==> src/rtl/fetch_prefetch_if.sv <==
// Fetch-side handshakes: bus request/response and the decode-facing output.
// master = fetch_prefetch, slave = busio/decode environment.
interface fetch_prefetch_if;
    logic        req_valid;
    logic        req_ready;
    logic [31:0] req_address;
    logic        rsp_valid;
    logic [31:0] rsp_data;
    logic        out_valid;
    logic        out_ready;
    logic [31:0] pc_out;
    logic [31:0] next_pc_out;
    logic [31:0] instruction_out;

    modport master (
        output req_valid, req_address,
        input  req_ready, rsp_valid, rsp_data,
        output out_valid, pc_out, next_pc_out, instruction_out,
        input  out_ready
    );

    modport slave (
        input  req_valid, req_address,
        output req_ready, rsp_valid, rsp_data,
        input  out_valid, pc_out, next_pc_out, instruction_out,
        output out_ready
    );
endinterface

==> src/rtl/fetch_prefetch.sv <==
// Instruction prefetcher: PC tag FIFO for in-flight reads plus a decode queue.
// Define FETCH_PERF_COUNTERS_EN to build the redirect/starve counters.
module fetch_prefetch #(
    parameter logic [31:0] RESET_VECTOR = 32'h8000_0000,
    parameter int          DEPTH        = 4
) (
    input  logic                    clk,
    input  logic                    reset,
    input  logic                    branch,
    input  logic [31:0]             branch_vector,
    input  logic                    trap,
    input  logic [31:0]             trap_vector,
    input  logic                    mret,
    input  logic [31:0]             mret_vector,
    fetch_prefetch_if.master        fi,
    output logic [31:0]             perf_redirects,
    output logic [31:0]             perf_starve
);
    localparam int AW = $clog2(DEPTH);
    localparam int CW = AW + 1;
    localparam logic [CW:0] DEPTH_W = (CW+1)'(DEPTH);

    logic [31:0]   fetch_pc;
    logic [31:0]   tag_mem [DEPTH];
    logic [63:0]   q_mem [DEPTH];
    logic [AW-1:0] tag_wp, tag_rp, q_wp, q_rp;
    logic [CW-1:0] occ, outst, discard;
    logic [CW:0]   used;
    logic          redirect, rsp_ok, keep, req_fire, pop;
    logic [31:0]   redirect_vector;
    logic [63:0]   head;

    assign redirect = trap | mret | branch;

    always_comb begin
        redirect_vector = branch_vector;
        priority case (1'b1)
            trap:    redirect_vector = trap_vector;
            mret:    redirect_vector = mret_vector;
            default: redirect_vector = branch_vector;
        endcase
    end

    assign used         = {1'b0, occ} + {1'b0, outst};
    assign fi.req_valid = reset && !redirect && (used < DEPTH_W);
    assign fi.req_address = fetch_pc;
    assign req_fire     = fi.req_valid && fi.req_ready;
    assign rsp_ok       = fi.rsp_valid && (outst != '0);
    assign keep         = reset && !redirect && rsp_ok && (discard == '0);
    assign pop          = fi.out_valid && fi.out_ready;

    // Outputs read zero whenever the queue is empty, which also covers reset.
    assign head               = q_mem[q_rp];
    assign fi.out_valid       = (occ != '0);
    assign fi.pc_out          = fi.out_valid ? head[63:32] : 32'd0;
    assign fi.instruction_out = fi.out_valid ? head[31:0] : 32'd0;
    assign fi.next_pc_out     = fi.out_valid ? head[63:32] + 32'd4 : 32'd0;

    always_ff @(posedge clk) begin
        if (req_fire) tag_mem[tag_wp] <= fetch_pc;
        if (keep) q_mem[q_wp] <= {tag_mem[tag_rp], fi.rsp_data};
    end

    always_ff @(posedge clk) begin
        if (!reset) begin
            fetch_pc <= RESET_VECTOR;
            occ      <= '0;
            outst    <= '0;
            discard  <= '0;
            tag_wp   <= '0;
            tag_rp   <= '0;
            q_wp     <= '0;
            q_rp     <= '0;
        end else if (redirect) begin
            // Everything still on the bus becomes garbage to be dropped.
            fetch_pc <= redirect_vector;
            occ      <= '0;
            tag_wp   <= '0;
            tag_rp   <= '0;
            q_wp     <= '0;
            q_rp     <= '0;
            outst    <= outst - CW'(rsp_ok);
            discard  <= outst - CW'(rsp_ok);
        end else begin
            if (req_fire) begin
                tag_wp   <= tag_wp + 1'b1;
                fetch_pc <= fetch_pc + 32'd4;
            end
            if (keep) begin
                q_wp   <= q_wp + 1'b1;
                tag_rp <= tag_rp + 1'b1;
            end
            if (rsp_ok && discard != '0) discard <= discard - 1'b1;
            if (pop) q_rp <= q_rp + 1'b1;
            outst <= outst + CW'(req_fire) - CW'(rsp_ok);
            occ   <= occ + CW'(keep) - CW'(pop);
        end
    end

`ifdef FETCH_PERF_COUNTERS_EN
    logic [31:0] redirects_q, starve_q;

    always_ff @(posedge clk) begin
        if (!reset) begin
            redirects_q <= '0;
            starve_q    <= '0;
        end else begin
            if (redirect) redirects_q <= redirects_q + 32'd1;
            if (fi.out_ready && !fi.out_valid) starve_q <= starve_q + 32'd1;
        end
    end

    assign perf_redirects = redirects_q;
    assign perf_starve    = starve_q;
`else
    assign perf_redirects = 32'd0;
    assign perf_starve    = 32'd0;
`endif
endmodule
==> src/flat_wrapper.sv <==
// flat-port wrapper written by rule: the top's interface ports become plain ports
module fetch_prefetch_flat 
#(
    parameter logic [31:0] RESET_VECTOR = 32'h8000_0000,
    parameter int          DEPTH        = 4
)
  (clk, reset, branch, branch_vector, trap, trap_vector, mret, mret_vector, perf_redirects, perf_starve, fi_req_valid, fi_req_address, fi_req_ready, fi_rsp_valid, fi_rsp_data, fi_out_valid, fi_pc_out, fi_next_pc_out, fi_instruction_out, fi_out_ready);
  fetch_prefetch_if fi_i ();
  input  logic clk;
  input  logic reset;
  input  logic branch;
  input  logic [31:0] branch_vector;
  input  logic trap;
  input  logic [31:0] trap_vector;
  input  logic mret;
  input  logic [31:0] mret_vector;
  output logic [31:0] perf_redirects;
  output logic [31:0] perf_starve;
  output wire logic [$bits(fi_i.req_valid)-1:0] fi_req_valid;
  output wire logic [$bits(fi_i.req_address)-1:0] fi_req_address;
  input wire logic [$bits(fi_i.req_ready)-1:0] fi_req_ready;
  input wire logic [$bits(fi_i.rsp_valid)-1:0] fi_rsp_valid;
  input wire logic [$bits(fi_i.rsp_data)-1:0] fi_rsp_data;
  output wire logic [$bits(fi_i.out_valid)-1:0] fi_out_valid;
  output wire logic [$bits(fi_i.pc_out)-1:0] fi_pc_out;
  output wire logic [$bits(fi_i.next_pc_out)-1:0] fi_next_pc_out;
  output wire logic [$bits(fi_i.instruction_out)-1:0] fi_instruction_out;
  input wire logic [$bits(fi_i.out_ready)-1:0] fi_out_ready;
  assign fi_req_valid = fi_i.req_valid;
  assign fi_req_address = fi_i.req_address;
  assign fi_i.req_ready = fi_req_ready;
  assign fi_i.rsp_valid = fi_rsp_valid;
  assign fi_i.rsp_data = fi_rsp_data;
  assign fi_out_valid = fi_i.out_valid;
  assign fi_pc_out = fi_i.pc_out;
  assign fi_next_pc_out = fi_i.next_pc_out;
  assign fi_instruction_out = fi_i.instruction_out;
  assign fi_i.out_ready = fi_out_ready;
  fetch_prefetch #(.RESET_VECTOR(RESET_VECTOR), .DEPTH(DEPTH)) u_core (.clk(clk), .reset(reset), .branch(branch), .branch_vector(branch_vector), .trap(trap), .trap_vector(trap_vector), .mret(mret), .mret_vector(mret_vector), .fi(fi_i), .perf_redirects(perf_redirects), .perf_starve(perf_starve));
endmodule
==> config.mk <==
export PLATFORM = sky130hd
export DESIGN_NAME = fetch_prefetch_flat
export DESIGN_NICKNAME = d
export VERILOG_FILES = /design/src/rtl/fetch_prefetch_if.sv /design/src/rtl/fetch_prefetch.sv /design/src/flat_wrapper.sv
export SDC_FILE = /design/constraint.sdc
export NUM_CORES = 1
export LEC_CHECK = 0
export BUFFER_PORTS_ARGS = -buffer_cell sky130_fd_sc_hd__buf_2
export CORE_ASPECT_RATIO = 0.8
export CORE_MARGIN = 5
export CORE_UTILIZATION = 51
export DETAILED_ROUTE_END_ITERATION = 7
export PLACE_DENSITY = 0.84
export SYNTH_ARGS = -nofsm -noshare
export SYNTH_HDL_FRONTEND = slang
export SYNTH_SLANG_ARGS = --single-unit
==> constraint.sdc <==
create_clock -name clk -period 3.6 [get_ports clk]
set_clock_uncertainty 0.1 [all_clocks]
set_input_delay 0.18 -clock clk [delete_from_list [all_inputs] [get_ports clk]]
set_output_delay 0.18 -clock clk [all_outputs]
set_load 0.1 [all_outputs]
* Yosys cells after proc, flatten, opt, wreduce, memory -nomap -nowiden
Memories as Yosys holds them, arrays and structs flattened. A register that Yosys moved wholly into a read port is not among the register bits. Index checks and enable logic that the tools add are counted.
Operators by class: reductions and logical operators 16, mux-type cells 18, bitwise logic cells 3, $add $sub $neg 13, equal/unequal tests 0, shift-type cells 0, multipliers 0, magnitude comparators 1, div/mod/pow operators 0
Operators with widths (number):
- $mux 32 | 7
- $add 32x3->32 const B | 2
- $mux 3 | 3
- $reduce_bool 3->1 | 3
- $sub 3x1->3 | 3
- $add 2x1->2 const B | 4
- $logic_and 1x1->1 | 8
- $mux 2 | 4
- $add 3x1->3 | 2
- $add 3x3->4 | 1
- $lt 4x3->1 const B | 1
- $mux 1 | 4
- $reduce_bool 2->1 | 2
- $logic_not 3->1 | 1
- $sub 3x1->3 const B | 1
- $or 1x1->1 | 2
- $reduce_or 2->1 | 1
- $logic_not 1->1 | 1
- $not 1->1 | 1
Word-level totals: logic and storage cells 61, latch bits 0, memory bits (read-only) 0, memories kept 2, memory bits (writable) 384, output and inout bits 194, input port bits 136, flip-flop bits (word level) 49
Memory list:
- u_core.q_mem | depth 4, bits a word 64, read ports 1, clocked after memory_dff 1, wr ports 1, line fetch_prefetch.sv:25 | logic [63:0] q_mem [DEPTH];
- u_core.tag_mem | depth 4, bits a word 32, read ports 1, clocked after memory_dff 1, wr ports 1, line fetch_prefetch.sv:24 | logic [31:0] tag_mem [DEPTH];

* Logic depth before layout (Yosys ltp)
Gate-level depths: netlist of the first run.
depth in word-level cells 9, gate-level depth with buffers 11, mapped depth without buffers 10

* Worst setup path before layout of the first run
Ideal clock, no wire load.
path type reg2out, from register with a tool-made name, to output port fi_next_pc_out[29], arrival 3.408 ns, cell stages (with the launch flop) 10, buffers on the path 3, path slack -0.088 ns, required time 3.320 ns, path through dfxtp_1 buf_6 buf_12 buf_12 mux4_2 nand3_4 nor3_4 nand2_2 or3_1 a21oi_1
RTL lines:
- end: declaration | line flat_wrapper.sv:26 | output wire logic [$bits(fi_i.next_pc_out)-1:0] fi_next_pc_out;

* Worst setup path after layout of the first run
from input port trap, to register u_core.fetch_pc[31], in the netlist u_core.fi.req_address[31]
Between the ends: cells in the longest elaborated chain, start to end 7, elaborated cells between the ends (all ways) 9, classes of those cells mux: 2; bitwise: 2; reduce/logical: 5
RTL lines:
- start: declaration | line flat_wrapper.sv:13 | input logic trap;
- $or 1x1->1 (2 in series) | line fetch_prefetch.sv:33 | assign redirect = trap | mret | branch;
- $logic_not 1->1 | line fetch_prefetch.sv:45 | assign fi.req_valid = reset && !redirect && (used < DEPTH_W);
- $logic_and 1x1->1 (2 in series) | line fetch_prefetch.sv:45
- $logic_and 1x1->1 | line fetch_prefetch.sv:47 | assign req_fire = fi.req_valid && fi.req_ready;
- $reduce_bool 2->1 (no source line)
- end signal: assignment | line fetch_prefetch.sv:76 | fetch_pc <= redirect_vector;
- end signal: assignment | line fetch_prefetch.sv:87 | fetch_pc <= fetch_pc + 32'd4;
- end: declaration | line fetch_prefetch.sv:23 | logic [31:0] fetch_pc;
Parallel ways exist; a longest one is shown, timed or not. A chain may end at the register's enable or synchronous reset.

==> impl_metrics.csv, run 1 <==
group,metric,value,unit
finish,layout-drive-gt1-share,27.81,%
detailed_routing,drtIter0Drc,1081,
clock_tree,clk_pin_slew,0.07,ns
grt,grt_usage,20.97,%
synthesis,ys.warnings.count,0,
timing,period_needed,3.456,ns
synthesis,ys_ff_latch,437,
grt,grt_pass1_vias,11910,
clock_tree,clock_latency,0.54,ns
timing,fin_crit_sh,95.99,%
finish,num-nets-final,1760,
worst_setup_path,worstRegToRegCells,8,
place,dp_cells,1973,
outcome,run_status,"complete, no violations",
detailed_routing,vias,11980,
clock_tree,cts_tree,"yes",
worst_setup_path,r2r_setup_slack,0.28,ns
place,dp_hpwl,28820,microns
place,numPortBuffers,265,
worst_setup_path,worstPathMaxFanout,69,
timing,finalMaxSlewViolations,0,
detailed_routing,drtAntennaViolNets,0,
floorplan,start_util,51.77,%
power_and_ir_drop,power_density,479.7,nW/um^2
synthesis,synth_top_area_cell,"edfxtp_1",
finish,final_cells,2117,
clock_tree,cts_num_sinks,437,
clock_tree,cts_buffers,42,
grt,gr-total-overflow,0,
clock_tree,h-tree-depth,2,
detailed_routing,dr.pass1.iters,5,
timing,fmax,289.4,MHz
timing,maxSlewHeadroom,43.33,%
worst_setup_path,path_class,"primary input to flip-flop",
timing,setup_violations,0,
clock_tree,cts_buffer_depth,3,
timing,fin_setup_tns,0,ns
grt,grt_pass1_wl,68030,microns
clock_tree,cts-root-buf,"clkbuf_16",
synthesis,synthArstFlopShare,0,%
finish,syn2layout_area_growth,20.27,%
synthesis,ys_seq_area_share,65.52,%
timing,worst_pin_slew,0.8501,ns
min_path,min_to,"u_core.fi.req_address[22]$_SDFFE_PN0P_",
floorplan,dieArea,41690,sq um
place,dpl-instance-area,21070,sq um
worst_setup_path,arrival,3.78,ns
floorplan,die-height,183.6,microns
job,max_cap_viol_count,0,
place,gp_congestion,0.9221,
timing,rsz0062_at_grt,"no",
floorplan,core.rowCount,63,
detailed_routing,post-route-drc-count,0,
worst_setup_path,regToRegStartpoint,"u_core.fi.req_address[16]$_SDFFE_PN0P_",
synthesis,yosys-top-cells-count,"edfxtp_1 (384), nor2_1 (88), and2_1 (77), mux4_2 (76), nand2_1 (71)",
worst_setup_path,cp-end-kind,"flip-flop",
min_path,holdCritPathClass,"primary input to flip-flop",
finish,final-seq-area,12600,sq um
floorplan,coreArea,37130,sq um
floorplan,die_w,227.0,microns
finish,fill_cells,2655,
synthesis,syn_inst,1263,
power_and_ir_drop,power_leakage,8.411,nW
synthesis,synth_cell_types,59,
synthesis,synth_top_area_share,60.00,%
synthesis,synth_edf_count,384,
detailed_routing,wl,44660,microns
finish,design_area,23120,sq um
synthesis,synth_flop_cell,"edfxtp_1",
grt,grt_antenna_before_repair,3,
timing,whs,0.02737,ns
power_and_ir_drop,vdd_drop_max,329.3,uV
grt,grt_max_degree,70,
worst_setup_path,r2r_end,"u_core.fi.req_address[31]$_SDFFE_PN1P_",
synthesis,synth_most_common_cell,"edfxtp_1",
min_path,min_path_cells,5,
worst_setup_path,start_kind,"primary input",
worst_setup_path,crit_required,3.93,ns
min_path,worstHoldStart,"mret_vector[22]",
finish,multiInputGateArea,5947,sq um
detailed_routing,vias_per_cell,5.658,
floorplan,pin_count,330,
synthesis,synth_area,19220,sq um
synthesis,syn_avg_cell_area,15.22,sq um
synthesis,synth_area_leaders,"edfxtp_1 (60%), mux4_2 (8.9%), dfxtp_1 (5.5%), mux4_1 (2.7%), buf_4 (2.6%)",
timing,hold_viol,0,
detailed_routing,wl_per_cell,21.10,microns
==> worst max-delay path by stage <==
| stage | from | to | slack [ns] |
|---|---|---|---|
| after global placement | flip-flop | fi_next_pc_out[28] | 0.34 |
| final | trap | u_core.fi.req_address[31]$_SDFFE_PN1P_ | 0.14 |
| after detailed placement | flip-flop | fi_next_pc_out[22] | 0.17 |
| after floorplan | flip-flop | fi_next_pc_out[12] | 0.03 |
| after global routing | flip-flop | fi_next_pc_out[31] | 0.02 |
| after CTS | flip-flop | fi_next_pc_out[21] | 0.004 |
==> layout by cell type (no fill, tap or decap), types with 27 or more instances in the layout <==
master and count:
nand2_1 71, buf_2 250, dlygate4sd3_1 65, o21ai_0 31, nor2_1 87, nand3_1 27, mux4_2 77, xor2_1 32
clkbuf_16 42, conb_1 64, a21oi_1 60, inv_1 34, dfxtp_1 49, and2_1 73, edfxtp_1 384
==> state kept, by name, summed over array words and instances, names as in the netlist, named ones only <==
register               cells
u_core.tag_mem           128
u_core.q_mem             256
u_core.q_wp                2
u_core.discard             3
u_core.q_rp                2
u_core.fi.req_address     32
u_core.occ                 3
u_core.outst               3
u_core.tag_wp              2
u_core.tag_rp              2
==> report_power, final <==
group          switching [W]  internal, W
registers           0.000105      0.00558
clock network        0.00177      0.00244
logic               0.000875     0.000323
==> layer usage <==
metal,vias up,part of all wire (%),global-route usage (%)
li1,5370,-,-
met1,5886,42,30.15
met2,623,48,33.71
met3,96,7.8,3.544
met4,2,2.5,5.906
met5,-,0.027,0
==> what timing repair did <==
item                                    4_1_cts  5_1_grt
endpoints found under the setup margin       14       19
hold buffers                                 65        0
buffers inserted                              3        3
endpoints found under the hold margin       155        0
resized for setup                             2        9
pin swaps                                     1        0
==> through the flow <==
| stage | utilization, % | power, W | worst slack [ns] |
|---|---|---|---|
| final | 62.26 | 0.01109 | 0.1445 |
| after global routing | 62.26 | 0.01151 | 0.01706 |
| after CTS | 62.13 | 0.01114 | 0.003547 |
| after detailed placement | 56.76 | 0.006911 | 0.1655 |
| after global placement | 56.76 | 0.006876 | 0.3390 |
| after floorplan | - | 0.006690 | 0.02954 |
==> cells by family after synthesis <==
kind of cell	count (synthesis)	synth area share, %
XOR/XNOR	46	2.096
AO/OA/AOI/OAI	151	4.765
adder cells (fa/ha/maj)	23	1.575
AND/OR/NAND/NOR	336	9.114
buffers and inverters	167	4.961
multiplexers	102	11.95
flip-flops	437	65.52
other	1	0.01951
==> critical path, cell delays in order <==
cell and delay, ns:
dlygate4sd3_1 0.52, buf_2 0.12, buf_4 0.48, or3_1 0.59, buf_4 0.33, nor2_1 0.07, a221oi_1 0.25, dlygate4sd3_1 0.58
o21ai_0 0.06, dlygate4sd3_1 0.57
==> area by class of cell <==
type | instances | share of cell area (%)
Antenna cell | 1 | 0.01083
Clock buffer | 51 | 4.693
Clock inverter | 21 | 0.9797
Inverter | 36 | 0.5846
Multi-Input combinational cell | 722 | 25.73
Sequential cell | 437 | 54.51
Tap cell | 487 | 2.636
Timing Repair Buffer | 362 | 10.86
No activity file was read; power rests on OpenSTA's default activity.
==> inputs of run 2 (changes only) <==
Settings changed: SETUP_SLACK_MARGIN set to 0.3.
==> impl_metrics.csv, run 2 (synthesized netlist as in run 1, its figures left out) <==
group,metric,value,unit
timing,finalMaxSlewViolations,0,
floorplan,pin_count,330,
finish,final-seq-area,12600,sq um
timing,setup_violations,0,
place,dp_cells,1989,
finish,fill_cells,2596,
finish,final_cells,2146,
worst_setup_path,arrival,2.93,ns
grt,grt_usage,21.15,%
worst_setup_path,crit_end,"fi_next_pc_out[29]",
outcome,run_status,"complete, no violations",
finish,layout_common_cells,"edfxtp_1 (384), buf_2 (247), mux4_2 (87), and2_1 (73), nand2_1 (71)",
grt,grt_pass1_vias,12090,
power_and_ir_drop,clockPowerShare,38.5,%
worst_setup_path,regToRegStartpoint,"u_core.outst[2]$_SDFF_PN0_",
clock_tree,cts_buffers,43,
place,place_worst_setup_slack,0.4456,ns
power_and_ir_drop,total_power,0.01120,W
clock_tree,cts-root-buf,"clkbuf_16",
grt,grt_antenna_before_repair,1,
power_and_ir_drop,power_density,478.2,nW/um^2
worst_setup_path,worstRegToRegCells,8,
clock_tree,cts_tree,"yes",
place,numPortBuffers,265,
finish,multiInputGateArea,5964,sq um
clock_tree,h-tree-depth,2,
timing,setup_slack,0.3934,ns
clock_tree,clk_pin_slew,0.06,ns
worst_setup_path,r2r_setup_slack,0.60,ns
detailed_routing,wl_per_cell,21.22,microns
floorplan,dieArea,41690,sq um
power_and_ir_drop,vdd_drop_max,332.7,uV
power_and_ir_drop,power_switching,0.002840,W
worst_setup_path,start_kind,"flip-flop",
timing,fin_crit_sh,89.07,%
worst_setup_path,r2r_end,"u_core.fi.req_address[15]$_SDFFE_PN0P_",
finish,largest_register,"u_core.q_mem",
detailed_routing,wl,45540,microns
timing,fin_setup_tns,0,ns
floorplan,die-height,183.6,microns
job,max_cap_viol_count,0,
place,gp_congestion,0.9903,
timing,period_needed,3.207,ns
grt,grt_pass1_wl,68410,microns
finish,layout-drive-gt1-share,30.66,%
min_path,holdCritPathClass,"primary input to flip-flop",
power_and_ir_drop,pwr-share-seq,50.7,%
floorplan,die_w,227.0,microns
finish,final_common_cell,"edfxtp_1",
detailed_routing,drtAntennaViolNets,0,
timing,worst_pin_slew,0.8223,ns
finish,num-nets-final,1785,
clock_tree,cts_buffer_depth,3,
floorplan,start_util,51.77,%
detailed_routing,vias_per_cell,5.543,
power_and_ir_drop,p_comb_share,10.8,%
clock_tree,clock_latency,0.55,ns
timing,maxSlewHeadroom,45.12,%
detailed_routing,dr.pass1.iters,6,
power_and_ir_drop,cellInternalPower,0.008363,W
grt,grt_max_degree,67,
place,dp_hpwl,30410,microns
grt,gr-total-overflow,0,
worst_setup_path,cp-end-kind,"output port",
finish,largest_reg_flops,256,
floorplan,core.rowCount,63,
power_and_ir_drop,p_sw_share,25.35,%
power_and_ir_drop,power_leakage,8.528,nW
detailed_routing,vias,11900,
timing,fmax,311.9,MHz
worst_setup_path,path_class,"flip-flop to output port",
timing,hold_viol,0,
detailed_routing,drtIter0Drc,1100,
timing,whs,0.01722,ns
clock_tree,cts_num_sinks,437,
floorplan,coreArea,37130,sq um
worst_setup_path,crit_required,3.32,ns
worst_setup_path,worstPathMaxFanout,13,
finish,syn2layout_area_growth,21.90,%
timing,rsz0062_at_grt,"yes",
detailed_routing,post-route-drc-count,0,
[run 2: cell count changes in the layout (fill, tap and decap cells not counted), sizes merged, moves of 2 or more]
cell,delta
inv,+2
clkinv,+3
dlygate4sd3,+2
buf,+17
clkbuf,+5
[run 2: through the flow]
stage / util (%) / instance area (sq um)
after floorplan: - / 19510
after global placement: 57.24 / 21250
after detailed placement: 57.24 / 21250
after CTS: 62.99 / 23380
after global routing: 63.09 / 23420
final: 63.10 / 23430
[run 2: what timing repair did]
action / in CTS / in global routing
resized for setup: 8 / 19
setup buffers: 8 / 4
endpoints found under the hold margin: 156 / 0
pin swaps: 2 / 4
hold buffers: 67 / 0
setup endpoints to repair: 23 / 19
[run 2: worst min path at each step]
stage                                                  end  slack, ns  depth (start not counted)            start
global route        u_core.fi.req_address[23]$_SDFFE_PN0P_       0.05                          3  trap_vector[23]
detailed placement            u_core.q_mem[0][4]$_DFFE_PP_       0.30                          1   fi_rsp_data[4]
CTS                 u_core.fi.req_address[14]$_SDFFE_PN0P_     0.0003                          5  trap_vector[14]
finish              u_core.fi.req_address[22]$_SDFFE_PN0P_       0.02                          5  mret_vector[22]
global placement             u_core.q_mem[3][18]$_DFFE_PP_       0.29                          1  fi_rsp_data[18]
floorplan                     u_core.q_mem[0][0]$_DFFE_PP_       0.18                          0   fi_rsp_data[0]
[run 2: area by class of cell]
class | instances | area share (%)
Antenna cell | 2 | 0.02136
Clock buffer | 51 | 4.764
Clock inverter | 25 | 1.020
Inverter | 36 | 0.5768
Multi-Input combinational cell | 722 | 25.46
Sequential cell | 437 | 53.79
Tap cell | 487 | 2.601
Timing Repair Buffer | 386 | 11.77
[run 2: power by group through the flow]
stage | Combinational, W | Sequential [W] | Clock (W)
after floorplan | 0.000762 | 0.00593 | 0
after global placement | 0.00110 | 0.00578 | 0
after detailed placement | 0.00113 | 0.00579 | 0
after CTS | 0.00120 | 0.00568 | 0.00438
after global routing | 0.00130 | 0.00569 | 0.00461
final | 0.00121 | 0.00568 | 0.00431
[run 2: critical path, cell delays in order, from the launching register on]
cell and delay, ns:
dfxtp_4 0.38, buf_8 0.17, mux4_2 0.42, nand3_1 0.14, nor4_4 0.30, buf_6 0.17, nand2_2 0.07, or3_1 0.32
a21oi_2 0.19, buf_12 0.20
[run 2: per-layer routing]
metal | global-route usage [%] | up-vias | part of all wire, %
met5 | 0 | - | 0.024
met4 | 5.835 | 2 | 2.4
met3 | 3.768 | 88 | 7.5
met2 | 35.45 | 534 | 50
met1 | 28.97 | 5856 | 41
li1 | - | 5416 | -
